==> src/rtl/flex_pts_frame_tx.sv <==
// Parallel-to-serial frame transmitter: start bit (0), NUM_BITS data bits, stop bit (1).
// Each bit is held for BIT_PERIOD clocks. The idle line is 1.
module flex_pts_frame_tx #(
   parameter int NUM_BITS   = 8,
   parameter int SHIFT_MSB  = 1,
   parameter int BIT_PERIOD = 10
) (
   input  logic                clk,
   input  logic                n_rst,
   input  logic [NUM_BITS-1:0] tx_data,
   input  logic                tx_valid,
   output logic                tx_ready,
   output logic                serial_out,
   output logic                tx_busy,
   output logic                frame_done
);

   // A one-clock bit period still needs a 1-bit counter that simply stays at 0
   localparam int PER_W = (BIT_PERIOD > 1) ? $clog2(BIT_PERIOD) : 1;
   localparam int BIT_W = $clog2(NUM_BITS + 1);
   localparam logic [PER_W-1:0] PER_LAST = PER_W'(BIT_PERIOD - 1);
   localparam logic [BIT_W-1:0] BIT_LAST = BIT_W'(NUM_BITS - 1);

   typedef enum logic [1:0] {
      S_IDLE,
      S_START,
      S_DATA,
      S_STOP
   } state_t;

   state_t              r_state;
   state_t              w_state_nxt;
   logic [NUM_BITS-1:0] r_shift;
   logic [NUM_BITS-1:0] w_shift_nxt;
   logic [PER_W-1:0]    r_per_cnt;
   logic [PER_W-1:0]    w_per_cnt_nxt;
   logic [BIT_W-1:0]    r_bit_cnt;
   logic [BIT_W-1:0]    w_bit_cnt_nxt;
   logic                r_serial;
   logic                w_serial_nxt;
   logic                r_done;
   logic                w_done_nxt;

   logic                w_accept;
   logic                w_per_end;
   logic                w_head;
   logic [NUM_BITS-1:0] w_shifted;

   assign w_accept  = tx_valid && (r_state == S_IDLE);
   assign w_per_end = (r_per_cnt == PER_LAST);

   // Vacated positions fill with 1 so the register drains to the idle level
   generate
      if (SHIFT_MSB != 0) begin : g_msb_first
         assign w_head    = r_shift[NUM_BITS-1];
         assign w_shifted = {r_shift[NUM_BITS-2:0], 1'b1};
      end else begin : g_lsb_first
         assign w_head    = r_shift[0];
         assign w_shifted = {1'b1, r_shift[NUM_BITS-1:1]};
      end
   endgenerate

   always_ff @(posedge clk or negedge n_rst) begin
      if (!n_rst) begin
         r_state   <= S_IDLE;
         r_shift   <= '1;
         r_per_cnt <= '0;
         r_bit_cnt <= '0;
         r_serial  <= 1'b1;
         r_done    <= 1'b0;
      end else begin
         r_state   <= w_state_nxt;
         r_shift   <= w_shift_nxt;
         r_per_cnt <= w_per_cnt_nxt;
         r_bit_cnt <= w_bit_cnt_nxt;
         r_serial  <= w_serial_nxt;
         r_done    <= w_done_nxt;
      end
   end

   always_comb begin
      w_state_nxt   = r_state;
      w_shift_nxt   = r_shift;
      w_per_cnt_nxt = r_per_cnt;
      w_bit_cnt_nxt = r_bit_cnt;
      w_serial_nxt  = r_serial;
      w_done_nxt    = 1'b0;

      case (r_state)
         S_IDLE: begin
            w_serial_nxt = 1'b1;
            if (w_accept) begin
               w_state_nxt   = S_START;
               w_shift_nxt   = tx_data;
               w_per_cnt_nxt = '0;
               w_bit_cnt_nxt = '0;
               w_serial_nxt  = 1'b0;
            end
         end

         S_START: begin
            if (w_per_end) begin
               w_state_nxt   = S_DATA;
               w_serial_nxt  = w_head;
               w_shift_nxt   = w_shifted;
               w_per_cnt_nxt = '0;
               w_bit_cnt_nxt = '0;
            end else begin
               w_per_cnt_nxt = r_per_cnt + 1'b1;
            end
         end

         // r_bit_cnt indexes the data bit currently on the line
         S_DATA: begin
            if (w_per_end) begin
               w_per_cnt_nxt = '0;
               if (r_bit_cnt == BIT_LAST) begin
                  w_state_nxt  = S_STOP;
                  w_serial_nxt = 1'b1;
               end else begin
                  w_serial_nxt  = w_head;
                  w_shift_nxt   = w_shifted;
                  w_bit_cnt_nxt = r_bit_cnt + 1'b1;
               end
            end else begin
               w_per_cnt_nxt = r_per_cnt + 1'b1;
            end
         end

         S_STOP: begin
            if (w_per_end) begin
               w_state_nxt   = S_IDLE;
               w_serial_nxt  = 1'b1;
               w_done_nxt    = 1'b1;
               w_per_cnt_nxt = '0;
            end else begin
               w_per_cnt_nxt = r_per_cnt + 1'b1;
            end
         end

         default: begin
            w_state_nxt  = S_IDLE;
            w_serial_nxt = 1'b1;
         end
      endcase
   end

   assign tx_ready   = (r_state == S_IDLE);
   assign tx_busy    = (r_state != S_IDLE);
   assign serial_out = r_serial;
   assign frame_done = r_done;

endmodule

==> config.mk <==
export PLATFORM = sky130hd
export DESIGN_NAME = flex_pts_frame_tx
export DESIGN_NICKNAME = d
export VERILOG_FILES = /design/src/rtl/flex_pts_frame_tx.sv
export SDC_FILE = /design/constraint.sdc
export NUM_CORES = 1
export LEC_CHECK = 0
export CAP_MARGIN = 20
export CORE_MARGIN = 3
export CORE_UTILIZATION = 48
export DETAILED_ROUTE_END_ITERATION = 16
export PLACE_DENSITY = 0.73
export SYNTH_ARGS = -nofsm -noshare
export SYNTH_HDL_FRONTEND = slang
export SYNTH_SLANG_ARGS = --single-unit
==> constraint.sdc <==
create_clock -name clk -period 1.6 [get_ports clk]
set_input_delay 0.32 -clock clk [delete_from_list [all_inputs] [get_ports clk]]
set_output_delay 0.32 -clock clk [all_outputs]
set_load 0.02 [all_outputs]
==> summary.txt, run 1 <==
H-Tree Level Count - 1
DIE HEIGHT - 55.63 µm
Clock share of power - 0.353
TritonCTS Buffers - 3
First-pass iteration count of the detailed router - 4
Final routed wirelength across all metal layers - 3177 µm
Clock tree root buffer cell - clkbuf_4
Layout Nets - 173
Total power after layout - 895.7 µW
IO Port Bufs - 14
Slew Limit Headroom - 0.7757
Hold Vio Cnt, Final - 0
Number of failing setup endpoints in the final timing report - 12
Synthesis-stage register bit count - 20
Area of combinational cells with multiple inputs - 767.0 µm²
Maximum ir drop on the vdd rail - 0.4561 mV
Sequential fraction of design power - 0.582
TritonCTS clock tree - built
Routed via count divided by cell count - 5.615
Reported net switching power - 201.3 µW
Run status - complete, but fails checks
Sw frac - 0.2247
Worst setup slack before clock tree synthesis - -0.1917 ns
CP Class - reg -> reg
Fraction of layout cells with a size suffix above 1 - 0.5584
Share of synthesized area occupied by flip-flops and latches - 0.4328
Aggregate global-route resource usage - 0.1834
Number of global-route vias before repair - 988
Overflow after GRT - 0
Residual antenna-violating net count after detailed routing - 0
Fraction of registers with async set or reset after synthesis - 1.000
Max-capacitance violation count - 0
Wire length of the first global-routing pass - 4416 µm
Number of sinks on the clock net - 20
Maximum clock frequency - 572.7 MHz
Via count - 1,022
Post-Route Utilization - 0.7823
DP Wirelength - 1970 µm
Post-route worst setup slack - -0.1460 ns
Diode count - 0
Arrival time worst endpoint - 2.01 ns
Number of DRC violations after detailed-routing iteration 0 - 18
Ranking of synthesized cells by instance count - mux2_2, dfrtp_1, dfstp_2, nand3_1, nor2_1
EDFF count, synth - 0
Footprint of the flip-flops and latches - 513.0 µm²
Die Area - 3095 µm²
Most repeated cell in the gate-level netlist after synthesis - mux2_2
Slew of the pin with the lowest slew margin - 0.3364 ns
Final worst path period share - 1.091
Slew Viols, Final - 0
Post-cts hold buffer count - 0
Kind of launch point of the worst setup path - flop
Initial antenna violation count - 0
Required time of the critical path - 1.86 ns
Shortest clock period the worst path allows after layout - 1.746 ns
Final setup skew - 0.001914 ns
Element type at the critical path end - flop
Yosys warning total - 0
Final Wtd Congestion - 0.8441
Clock tree buffer depth - 2
Tightest Hold Check Type - in -> async
Leakage - 0.0007610 µW
Effective utilization at floorplan - 0.5195
Synth Instances - 108
Setup slack, reg-to-reg - -0.15 ns
Number of primary I/O pins - 15
Ratio of total power to cell area - 503.1 nW/µm²
Dominant synthesized flop cell - dfrtp_1
Count of distinct cell types in the synthesized netlist - 35
Largest area contributor in the synthesized netlist - dfrtp_1
Post-CTS clock slew at the launch and capture registers of the worst setup and hold paths - 0.12 ns
Routed WL per cell - 17.46 µm
Top cells by area in the synthesized netlist - dfrtp_1, dfstp_2, mux2_2
Filler Cells Inserted - 135
Floorplan core area - 2276 µm²
Synthesized area - 1182 µm²
Syn_nets - 126
RSZ-0062 raised after global routing - true
Die X - 55.63 µm
Internal power contribution - 694.4 µW
CP max FO - 8
Number of cell rows - 17
Fraction of post-synthesis cell area in the top cell type by area - 0.2328
DRC violation count after routing - 0
Portion of total power attributed to combinational logic - 0.066
Clock latency at the later pin of the worst-skew pair - 0.32 ns
Pin count of the biggest net entering global routing - 21
Post-Synthesis Mean Instance Area - 10.95 µm²
Post-synthesis to final-layout area growth - 50.58%
Violated checks - negative setup slack
==> worst paths after layout <==
path	startpoint	to	cells after the start
max	r_state[0]	r_shift[3]	7
min	n_rst	r_per_cnt[3]	2
max reg2reg	r_state[0]	r_shift[3]	7
min reg2reg	r_shift[0]	r_shift[0]	2
max in group asynchronous	n_rst	r_shift[7]	2
min in group clk	r_shift[0]	r_shift[0]	2
==> cells by family (layout without fill, tap and decap cells) <==
family / after synthesis / in the layout / synth area share
compound gates: 17 / 17 / 0.1196
fa+ha+maj: 7 / 7 / 0.07407
mux: 19 / 19 / 0.1788
buf+inv: 9 / 55 / 0.03597
flops: 20 / 20 / 0.4328
simple gates: 36 / 36 / 0.1587
==> flip-flops by register name, indices dropped and copies added (netlist names) <==
| signal | cells |
|---|---|
| r_state | 2 |
| r_per_cnt | 4 |
| frame_done | 1 |
| r_shift | 8 |
| r_bit_cnt | 4 |
| serial_out | 1 |
==> worst max-delay path, cell delays in order (launching register included) <==
cell      delay [ns]
dfrtp_2         0.48
inv_4           0.10
ha_4            0.20
nor2b_4         0.21
o21bai_4        0.08
a21oi_4         0.17
buf_12          0.15
mux2_4          0.30
==> area by class of cell <==
class	count	area share
multi-input cells	79	0.4308
repair buffers	46	0.2277
flip-flops and latches	20	0.2881
clock buffers	4	0.02038
inverters	5	0.01335
well taps	28	0.01968
==> timing repair <==
action,in CTS,in global routing
resized for setup,18,26
pin swaps,3,4
endpoints found under the setup margin,17,17
buffers inserted,4,2
==> layer usage <==
metal / part of all wire / routed length [µm] / GRT usage
met4: 0.044 / 141 / 0.1076
met5: 0 / 0 / 0
met2: 0.49 / 1566 / 0.2956
met3: 0.051 / 163 / 0.04408
met1: 0.41 / 1306 / 0.2212
==> power groups by stage <==
stage | combinational (µW) | sequential [µW] | clock (µW)
after CTS | 55.1 | 520 | 315
after global placement | 54.6 | 529 | 0
after floorplan | 11.1 | 530 | 0
final | 58.8 | 521 | 316
after detailed placement | 56.0 | 529 | 0
after global routing | 64.1 | 522 | 341
==> cell usage in the layout, fill, tap and decap left out, types with 4 or more instances in the layout <==
cell and instances:
ha_4 4, nand3_1 8, clkdlybuf4s50_1 11, nand2_1 7
buf_6 5, mux2_4 7, buf_4 28, nor2_1 8
o21ai_0 4, mux2_2 10, dfstp_2 9, dfrtp_1 10
==> metrics by stage <==
step / area [µm²] / TNS, ns / hold WS, ns / std cells
6_report: 1780 / -1.311 / 0.3159 / 182
5_1_grt: 1780 / -2.105 / 0.3325 / 182
4_1_cts: 1639 / -0.9815 / 0.3250 / 180
3_5_place_dp: 1554 / -1.617 / 0.4645 / 172
3_3_place_gp: 1554 / -1.040 / 0.4499 / 172
2_1_floorplan: 1211 / -0.5038 / 0.02441 / 108
Power figures use the tool's default switching activity.
==> run 2, diff against run 1 <==
Settings changed: CTS_CLUSTER_DIAMETER from default to 80, HOLD_SLACK_MARGIN from default to 0.06.
==> results of run 2 <==
Final layout, timing and power as in run 1 (identical DEF).
